## src/rtl/eight_cpu_pkg.sv

```systemverilog
// Shared constants and types for the 8-bit CPU memory subsystem.
// Owner encoding is shared by the arbiter and its grant picker.
package eight_cpu_pkg;

  localparam int ADDR_WIDTH = 16;
  localparam int DATA_WIDTH = 8;

  typedef enum logic [1:0] {
    OWN_NONE = 2'd0,
    OWN_P0   = 2'd1,
    OWN_P1   = 2'd2
  } owner_e;

  localparam logic MEM_RD = 1'b0;
  localparam logic MEM_WR = 1'b1;

  // Burst counter increment that sticks at its maximum value.
  function automatic logic [3:0] sat_inc4(input logic [3:0] value);
    return (value == 4'd15) ? value : value + 4'd1;
  endfunction

endpackage

```

## src/rtl/mem_arbiter_if.sv

```systemverilog
// One requester port of the memory arbiter: request handshake plus read response.
interface mem_arbiter_if;
  import eight_cpu_pkg::*;

  logic                  valid;
  logic                  rw;
  logic [ADDR_WIDTH-1:0] addr;
  logic [DATA_WIDTH-1:0] wdata;
  logic                  lock;
  logic                  ready;
  logic                  rsp_valid;
  logic [DATA_WIDTH-1:0] rsp_rdata;

  modport master (
    output valid, rw, addr, wdata, lock,
    input  ready, rsp_valid, rsp_rdata
  );

  modport slave (
    input  valid, rw, addr, wdata, lock,
    output ready, rsp_valid, rsp_rdata
  );

endinterface

```

## src/rtl/mem_arb_pick.sv

```systemverilog
// Combinational grant selection: lock priority bounded by MAX_BURST, then round robin.
module mem_arb_pick
  import eight_cpu_pkg::*;
#(
  parameter int MAX_BURST = 4
) (
  input  logic [1:0] valid,
  input  owner_e     lock_owner,
  input  logic [3:0] burst_cnt,
  input  logic       last_owner,
  output logic [1:0] grant,
  output logic       force_switch
);

  localparam logic [3:0] MAX_BURST_C = 4'(MAX_BURST);

  logic       under_limit_s;
  logic [1:0] rr_grant_s;

  assign under_limit_s = (burst_cnt < MAX_BURST_C);

  // Unlocked choice: alternate on contention, otherwise the lone requester.
  always_comb begin
    rr_grant_s = 2'b00;
    if (valid == 2'b11) begin
      rr_grant_s = last_owner ? 2'b01 : 2'b10;
    end else if (valid[0]) begin
      rr_grant_s = 2'b01;
    end else if (valid[1]) begin
      rr_grant_s = 2'b10;
    end else begin
      rr_grant_s = 2'b00;
    end
  end

  // A valid lock holder keeps the bus until its burst budget runs out under contention.
  always_comb begin
    grant        = 2'b00;
    force_switch = 1'b0;
    case (lock_owner)
      OWN_P0: begin
        if (valid[0] && (under_limit_s || !valid[1])) begin
          grant = 2'b01;
        end else if (valid[0] && valid[1]) begin
          grant        = 2'b10;
          force_switch = 1'b1;
        end else begin
          grant = rr_grant_s;
        end
      end
      OWN_P1: begin
        if (valid[1] && (under_limit_s || !valid[0])) begin
          grant = 2'b10;
        end else if (valid[0] && valid[1]) begin
          grant        = 2'b01;
          force_switch = 1'b1;
        end else begin
          grant = rr_grant_s;
        end
      end
      default: grant = rr_grant_s;
    endcase
  end

endmodule

```

## src/rtl/mem_arbiter.sv

```systemverilog
// Two-requester arbiter for the single-port memory: grant, bus mux and
// steering of the one-cycle read response back to the requester that issued it.
module mem_arbiter #(
  parameter int ADDR_WIDTH = eight_cpu_pkg::ADDR_WIDTH,
  parameter int DATA_WIDTH = eight_cpu_pkg::DATA_WIDTH,
  parameter int MAX_BURST  = 4
) (
  input  logic                  clk,
  input  logic                  rst,
  mem_arbiter_if.slave          req0,
  mem_arbiter_if.slave          req1,
  output logic                  mem_rw,
  output logic [ADDR_WIDTH-1:0] mem_addr,
  output logic [DATA_WIDTH-1:0] mem_data,
  input  logic [DATA_WIDTH-1:0] mem_q
);

  logic                  last_owner_r;
  eight_cpu_pkg::owner_e lock_owner_r;
  logic [3:0]            burst_cnt_r;
  logic                  rd_pend_r;
  logic                  rd_tag_r;

  logic [1:0]            pick_grant_s;
  logic [1:0]            grant_s;
  logic                  force_switch_s;
  logic                  gnt_lock_s;
  eight_cpu_pkg::owner_e gnt_owner_s;
  logic                  rsp0_valid_s;
  logic                  rsp1_valid_s;
  logic [DATA_WIDTH-1:0] rsp0_rdata_s;
  logic [DATA_WIDTH-1:0] rsp1_rdata_s;

  mem_arb_pick #(.MAX_BURST(MAX_BURST)) u_pick (
    .valid        ({req1.valid, req0.valid}),
    .lock_owner   (lock_owner_r),
    .burst_cnt    (burst_cnt_r),
    .last_owner   (last_owner_r),
    .grant        (pick_grant_s),
    .force_switch (force_switch_s)
  );

  // Reset masks the grant so nothing reaches memory while rst is high.
  assign grant_s     = rst ? 2'b00 : pick_grant_s;
  assign req0.ready  = grant_s[0];
  assign req1.ready  = grant_s[1];
  assign gnt_lock_s  = grant_s[1] ? req1.lock : req0.lock;
  assign gnt_owner_s = grant_s[1] ? eight_cpu_pkg::OWN_P1 : eight_cpu_pkg::OWN_P0;

  // Memory bus follows the granted requester and idles at all-zero.
  always_comb begin
    mem_rw   = 1'b0;
    mem_addr = {ADDR_WIDTH{1'b0}};
    mem_data = {DATA_WIDTH{1'b0}};
    if (grant_s[0]) begin
      mem_rw   = req0.rw;
      mem_addr = req0.addr;
      mem_data = req0.wdata;
    end else if (grant_s[1]) begin
      mem_rw   = req1.rw;
      mem_addr = req1.addr;
      mem_data = req1.wdata;
    end else begin
      mem_rw   = 1'b0;
      mem_addr = {ADDR_WIDTH{1'b0}};
      mem_data = {DATA_WIDTH{1'b0}};
    end
  end

  // Arbitration history, lock tracking and read ownership.
  always_ff @(posedge clk) begin
    if (rst) begin
      last_owner_r <= 1'b1;
      lock_owner_r <= eight_cpu_pkg::OWN_NONE;
      burst_cnt_r  <= 4'd0;
      rd_pend_r    <= 1'b0;
      rd_tag_r     <= 1'b0;
    end else begin
      rd_pend_r <= (grant_s != 2'b00) && (mem_rw == eight_cpu_pkg::MEM_RD);
      rd_tag_r  <= grant_s[1];
      if (grant_s != 2'b00) begin
        last_owner_r <= grant_s[1];
        if (force_switch_s || !gnt_lock_s) begin
          lock_owner_r <= eight_cpu_pkg::OWN_NONE;
          burst_cnt_r  <= 4'd0;
        end else begin
          lock_owner_r <= gnt_owner_s;
          // A fresh lock holder starts its own count rather than inheriting one.
          burst_cnt_r  <= (lock_owner_r == gnt_owner_s) ?
                          eight_cpu_pkg::sat_inc4(burst_cnt_r) : 4'd1;
        end
      end else begin
        lock_owner_r <= eight_cpu_pkg::OWN_NONE;
        burst_cnt_r  <= 4'd0;
      end
    end
  end

  // Route registered memory data to whichever requester issued the read.
  always_comb begin
    rsp0_valid_s = 1'b0;
    rsp1_valid_s = 1'b0;
    rsp0_rdata_s = {DATA_WIDTH{1'b0}};
    rsp1_rdata_s = {DATA_WIDTH{1'b0}};
    if (rd_pend_r && !rst) begin
      if (rd_tag_r) begin
        rsp1_valid_s = 1'b1;
        rsp1_rdata_s = mem_q;
      end else begin
        rsp0_valid_s = 1'b1;
        rsp0_rdata_s = mem_q;
      end
    end else begin
      rsp0_valid_s = 1'b0;
      rsp1_valid_s = 1'b0;
    end
  end

  assign req0.rsp_valid = rsp0_valid_s;
  assign req0.rsp_rdata = rsp0_rdata_s;
  assign req1.rsp_valid = rsp1_valid_s;
  assign req1.rsp_rdata = rsp1_rdata_s;

endmodule

```

## src/flat_wrapper.sv

```systemverilog
// flat-port wrapper written by rule: the top's interface ports become plain ports
module mem_arbiter_flat 
#(
  parameter int ADDR_WIDTH = eight_cpu_pkg::ADDR_WIDTH,
  parameter int DATA_WIDTH = eight_cpu_pkg::DATA_WIDTH,
  parameter int MAX_BURST  = 4
)
  (clk, rst, mem_rw, mem_addr, mem_data, mem_q, req0_valid, req0_rw, req0_addr, req0_wdata, req0_lock, req0_ready, req0_rsp_valid, req0_rsp_rdata, req1_valid, req1_rw, req1_addr, req1_wdata, req1_lock, req1_ready, req1_rsp_valid, req1_rsp_rdata);
  mem_arbiter_if req0_i ();
  mem_arbiter_if req1_i ();
  input  logic clk;
  input  logic rst;
  output logic mem_rw;
  output logic [ADDR_WIDTH-1:0] mem_addr;
  output logic [DATA_WIDTH-1:0] mem_data;
  input  logic [DATA_WIDTH-1:0] mem_q;
  input wire logic [$bits(req0_i.valid)-1:0] req0_valid;
  input wire logic [$bits(req0_i.rw)-1:0] req0_rw;
  input wire logic [$bits(req0_i.addr)-1:0] req0_addr;
  input wire logic [$bits(req0_i.wdata)-1:0] req0_wdata;
  input wire logic [$bits(req0_i.lock)-1:0] req0_lock;
  output wire logic [$bits(req0_i.ready)-1:0] req0_ready;
  output wire logic [$bits(req0_i.rsp_valid)-1:0] req0_rsp_valid;
  output wire logic [$bits(req0_i.rsp_rdata)-1:0] req0_rsp_rdata;
  input wire logic [$bits(req1_i.valid)-1:0] req1_valid;
  input wire logic [$bits(req1_i.rw)-1:0] req1_rw;
  input wire logic [$bits(req1_i.addr)-1:0] req1_addr;
  input wire logic [$bits(req1_i.wdata)-1:0] req1_wdata;
  input wire logic [$bits(req1_i.lock)-1:0] req1_lock;
  output wire logic [$bits(req1_i.ready)-1:0] req1_ready;
  output wire logic [$bits(req1_i.rsp_valid)-1:0] req1_rsp_valid;
  output wire logic [$bits(req1_i.rsp_rdata)-1:0] req1_rsp_rdata;
  assign req0_i.valid = req0_valid;
  assign req0_i.rw = req0_rw;
  assign req0_i.addr = req0_addr;
  assign req0_i.wdata = req0_wdata;
  assign req0_i.lock = req0_lock;
  assign req0_ready = req0_i.ready;
  assign req0_rsp_valid = req0_i.rsp_valid;
  assign req0_rsp_rdata = req0_i.rsp_rdata;
  assign req1_i.valid = req1_valid;
  assign req1_i.rw = req1_rw;
  assign req1_i.addr = req1_addr;
  assign req1_i.wdata = req1_wdata;
  assign req1_i.lock = req1_lock;
  assign req1_ready = req1_i.ready;
  assign req1_rsp_valid = req1_i.rsp_valid;
  assign req1_rsp_rdata = req1_i.rsp_rdata;
  mem_arbiter #(.ADDR_WIDTH(ADDR_WIDTH), .DATA_WIDTH(DATA_WIDTH), .MAX_BURST(MAX_BURST)) u_core (.clk(clk), .rst(rst), .req0(req0_i), .req1(req1_i), .mem_rw(mem_rw), .mem_addr(mem_addr), .mem_data(mem_data), .mem_q(mem_q));
endmodule
```

## config.mk

```make
export PLATFORM = sky130hd
export DESIGN_NAME = mem_arbiter_flat
export DESIGN_NICKNAME = d
export VERILOG_FILES = /design/src/rtl/eight_cpu_pkg.sv /design/src/rtl/mem_arbiter_if.sv /design/src/rtl/mem_arb_pick.sv /design/src/rtl/mem_arbiter.sv /design/src/flat_wrapper.sv
export SDC_FILE = /design/constraint.sdc
export NUM_CORES = 1
export LEC_CHECK = 0
export ABC_CLOCK_PERIOD_IN_PS = 2040
export CAP_MARGIN = 20
export CELL_PAD_IN_SITES_DETAIL_PLACEMENT = 0
export CELL_PAD_IN_SITES_GLOBAL_PLACEMENT = 1
export CORE_ASPECT_RATIO = 2
export CORE_MARGIN = 1
export CORE_UTILIZATION = 16
export DETAILED_ROUTE_END_ITERATION = 10
export PLACE_DENSITY = 0.79
export SYNTH_ARGS = -nofsm -noshare
export SYNTH_HDL_FRONTEND = slang
export SYNTH_SLANG_ARGS = --single-unit
```

## constraint.sdc

```tcl
create_clock -name clk -period 2.04 [get_ports clk]
set_input_delay 0.408 -clock clk [delete_from_list [all_inputs] [get_ports clk]]
set_output_delay 0.408 -clock clk [all_outputs]
set_load 0.02 [all_outputs]
```

# Yosys cells after proc, flatten, opt, wreduce, memory -nomap -nowiden
# Cells that the tools add are included.
[word_totals]
word_cells = 64
mem_bits_ro = 0
latch_bits = 0
reg_bits = 9
mem_count = 0
ramBits = 0
[classes]
multipliers = 0
n_bitwise = 3
n_addsub = 1
reduce_logical = 15
shift = 0
order_cmp = 1
mux = 32
div_mod_pow = 0
eq_ne = 6
[ops]
columns = ["operator", "n"]
rows = [
  ["$mux W8", 6],
  ["$mux W16", 2],
  ["$mux W2", 10],
  ["$mux W1", 12],
  ["$logic_and A1 B1 Y1", 5],
  ["$add A4 B1 Y4 const B", 1],
  ["$eq A2 B2 Y1 const B", 2],
  ["$eq A4 B4 Y1 const B", 1],
  ["$logic_not A1 Y1", 4],
  ["$lt A4 B3 Y1 const B", 1],
  ["$pmux W2 S2", 1],
  ["$reduce_or A4 Y1", 1],
  ["$logic_or A1 B1 Y1", 3],
  ["$not A1 Y1", 3],
  ["$reduce_or A3 Y1", 1],
  ["$eq A2 B1 Y1 const B", 1],
  ["$eq A2 B2 Y1", 1],
  ["$ne A2 B2 Y1 const B", 1],
  ["$pmux W1 S2", 1],
  ["$reduce_bool A2 Y1", 1],
]

# Longest topological paths before layout
[logic_depth]
depth_word = 11
mapped_depth = 8
mapped_depth_nobuf = 7

# Cells and area by module
# A second synthesis with hierarchy kept.
[hier_totals]
cells_unflattened = 110
hier_area_um2 = 912.1
[modules_own_cells]
columns = ["mod", "n_inst", "cells_each", "area_each_um2"]
rows = [
  ["mem_arbiter", 1, 91, 777.0],
  ["mem_arb_pick", 1, 19, 135.1],
]

# Least setup slack after synthesis
# OpenSTA, ideal clock, no wires.
[synth_timing]
kind = "reg-to-output"
start = "register u_core.lock_owner_r[0]"
end = "output mem_addr[13]"
t_arrival_ns = 1.910
setup_slack_ns = -0.278
t_required_ns = 1.632
path_stages_with_launch = 8
cell_sequence = "dfxtp_1 > inv_1 > ha_1 > a21oi_1 > o22a_2 > a311oi_4 > buf_6 > a22o_1"
[synth_via]
elab_chain_cells = 5
elab_cells_between_ends = 6
cone_classes = "2 x eq/ne; 4 x mux"
[synth_rtl]
columns = ["element", "line_no", "text"]
rows = [
  ["from (decl)", "mem_arbiter.sv:19", "eight_cpu_pkg::owner_e lock_owner_r;"],
  ["from (signal assigned)", "mem_arbiter.sv:74", "lock_owner_r <= eight_cpu_pkg::OWN_NONE;"],
  ["from (signal assigned)", "mem_arbiter.sv:84", "lock_owner_r <= eight_cpu_pkg::OWN_NONE;"],
  ["from (signal assigned)", "mem_arbiter.sv:87", "lock_owner_r <= gnt_owner_s;"],
  ["$eq A2 B2 Y1 / $eq A2 B1 Y1 (equally long branches)", "mem_arb_pick.sv:40", "case (lock_owner)"],
  ["$pmux W2 S2 *", "mem_arb_pick.sv:40", ""],
  ["$mux W2 *", "mem_arbiter.sv:44", "assign grant_s = rst ? 2'b00 : pick_grant_s;"],
  ["$mux W16", "mem_arbiter.sv:59", "end else if (grant_s[1]) begin"],
  ["$mux W16 *", "mem_arbiter.sv:55", "if (grant_s[0]) begin"],
  ["to (decl)", "flat_wrapper.sv:14", "output logic [ADDR_WIDTH-1:0] mem_addr;"],
]
# Mark *: on every way between the ends. The rest lies on a longest branch, timed or not.

# Worst setup path after layout
[layout_timing]
start = "register u_core.lock_owner_r[1]"
end = "output mem_rw"
[layout_via]
elab_chain_cells = 5
elab_cells_between_ends = 6
cone_classes = "2 x eq/ne; 4 x mux"
[layout_rtl]
columns = ["element", "line_no", "text"]
rows = [
  ["$eq A2 B2 Y1 / $eq A2 B1 Y1 (equally long branches)", "mem_arb_pick.sv:40", ""],
  ["$pmux W2 S2 *", "mem_arb_pick.sv:40", ""],
  ["$mux W2 *", "mem_arbiter.sv:44", ""],
  ["$mux W1", "mem_arbiter.sv:59", ""],
  ["$mux W1 *", "mem_arbiter.sv:55", ""],
  ["to (decl)", "flat_wrapper.sv:13", "output logic mem_rw;"],
]
# Marks and branches as above.

==> flow_summary.toml <==
[clock_tree]
clockBufferDepth = 2
cts_buffers = 3
cts_tree = "yes"
clkSinkCount = 9
cts_max_level = 1
cts-root-buf = "clkbuf_16"
clk_pin_slew_ns = 0.04
ctsHoldBuffers = 0
insertion_delay_ns = 0.24

[power_and_ir_drop]
netSwitchingPower_mw = 0.477
pwr-share-comb_pct = 61.9
clkPwrFrac_pct = 24.3
vdd_drop_max_mv = 0.295
p_seq_share_pct = 13.9
power.leakage_nw = 1.24
power_density_nw_per_um2 = 516
switching_share_pct = 32.7
power_mw = 1.46
p_int_mw = 0.984

[placed_design]
gp_congestion = 0.716
post-place-cells = 330
io_buffer_count = 108
dpl.hpwl_um = 3750
place_area_um2 = 2530
preCtsSetupSlack_ns = -1.11

[synth]
yosys_warnings = 0
synth_area_um2 = 1020
synth.distinct_cells = 42
ys_seq_elements = 9
syn_inst = 123
synth_seq_area_share_pct = 17.7
syn-mean-instance-area_um2 = 8.28
synth_fp_nets = 190

[hold_path]
hold_path_class = "reg -> reg"

[setup_path]
end_kind = "output port"
crit_arrival_ns = 2.11
worst-path-max-fanout = 7
critical_path_class = "reg -> out"
cp.required_ns = 1.63
cp-start-kind = "flop"

[flow_run]
maxCapViolations = 0

[timing]
slew_headroom_pct = 78.7
min_period_ns = 2.52
tns_ns = -11.39
finalCritPeriodShare_pct = 123
hold_slack_ns = 0.515
finalMaxSlewViolations = 0
tightest_slew_ns = 0.319
setup_ws_ns = -0.478
max_freq_mhz = 397
finalSetupViolCount = 27
rsz0062_at_grt = "yes"
hold_viol = 0
fin_worst_skew_ns = 0.00434

[final_layout]
stdcell_area_um2 = 2830
layout-drive-gt1-share_pct = 45.8
finalNonFillerCells = 346
ff_latch_area_um2 = 185
multi_input_area_um2 = 986
layout_common_cells = "clkdlybuf4s50_1, buf_6, buf_4"
fill_cells = 579
finish.utilization_pct = 46.8
final_common_cell = "clkdlybuf4s50_1"
nNetsFinal = 330
area_growth_pct = 178
antenna_cells = 0

[detailed_routing]
drt-initial-drc-count = 26
vias_per_cell = 4.59
routed-via-count = 1588
wirelength_um = 5010
wl_per_cell_um = 14.5
remaining_drc_errors = 0
ant_nets = 0
drt_first_pass_iters = 4

[die]
initial_core_util_pct = 16.8
rows = 40
io_pins = 109
fp.dieH_um = 115
die_w_um = 58.4
dieArea_um2 = 6710
core-area_um2 = 6060

[grt]
grt_max_degree = 27
grt_usage_pct = 14.6
overflow = 0
grt_pass1_wl_um = 7500
grt_pass1_vias = 1674
antenna_found_initial = 0

[outcome]
status = "finished with violations"
failed_checks = "setup timing"
## sequential cells by signal, indices dropped and copies added, names as in the netlist
register             flops
u_core.last_owner_r      1
u_core.lock_owner_r      2
u_core.rd_pend_r         1
u_core.rd_tag_r          1
u_core.burst_cnt_r       4
## cell type report
cell class,instances,area share (%)
multi-input cells,98,34.8
inverters,9,1.19
clock buffers,4,2.78
well taps,84,3.71
repair buffers,142,51.0
flip-flops and latches,9,6.54
## Yosys cell counts (all sizes together)
master,count,area (um^2)
nor2b,1,6.26
a22o,25,219
mux2,1,11.3
nor3b,2,20.0
dfxtp,9,180
o21ai,2,10.0
a21o,2,22.5
a311oi,1,26.3
inv,9,33.8
nand2,4,15.0
nand4,1,6.26
buf,6,48.8
and4b,1,10.0
nor3,1,5.00
o21a,2,15.0
xor2,1,8.76
o22ai,6,37.5
nand2b,1,6.26
or2b,1,7.51
and3b,1,8.76
ha,3,37.5
o2111ai,1,8.76
and2,16,100
nand3,4,20.0
a31oi,3,18.8
a21oi,2,10.0
a21bo,1,10.0
or3,1,6.26
nor4b,1,8.76
clkbuf,1,3.75
o2bb2ai,1,15.0
or2,1,6.26
and3,1,6.26
nor2,5,18.8
a211oi,1,7.51
o22a,1,10.0
o221ai,1,15.0
a211o,2,17.5
## routing by layer
metal | part of all wire (%) | track usage, %
met5 | 0 | 0
met4 | 1.4 | 5.56
met3 | 6.6 | 2.47
met2 | 63 | 31.0
met1 | 29 | 12.6
## worst max-delay path: stages (launching register included)
cell	delay, ns
dfxtp_4	0.36
ha_4	0.28
buf_4	0.15
a21o_4	0.21
a311oi_4	0.32
buf_6	0.18
buf_16	0.12
a22o_1	0.14
buf_6	0.12
## cells by family (layout without fill, tap and decap cells)
group | Yosys count | after routing | synth area share [%]
compound gates | 51 | 51 | 43.5
simple gates | 42 | 42 | 24.7
buf+inv | 16 | 155 | 8.48
flops | 9 | 9 | 17.7
fa+ha+maj | 3 | 3 | 3.69
xor+xnor | 1 | 1 | 0.860
mux | 1 | 1 | 1.11
## final timing paths
kind / slack (ns) / cells past startpoint / end / from
max: -0.48 / 8 / mem_rw / u_core.lock_owner_r[1]
min: 0.52 / 1 / u_core.last_owner_r / u_core.last_owner_r
max reg2reg: 0.11 / 9 / u_core.last_owner_r / u_core.lock_owner_r[1]
min reg2reg: 0.52 / 1 / u_core.last_owner_r / u_core.last_owner_r
## power groups by stage
| stage | clock (mW) | combinational [mW] | sequential, mW |
|---|---|---|---|
| detailed placement | 0 | 0.770 | 0.205 |
| global route | 0.371 | 0.962 | 0.205 |
| finish | 0.355 | 0.904 | 0.202 |
| global placement | 0 | 0.766 | 0.205 |
| CTS | 0.359 | 0.842 | 0.202 |
| floorplan | 0 | 0.387 | 0.202 |
## timing repair
item	CTS	global route
gates cloned	1	3
endpoints found under the setup margin	45	49
pin swaps	5	10
resized for setup	195	48
setup buffers	9	4
(Power assumes the default switching activity.)
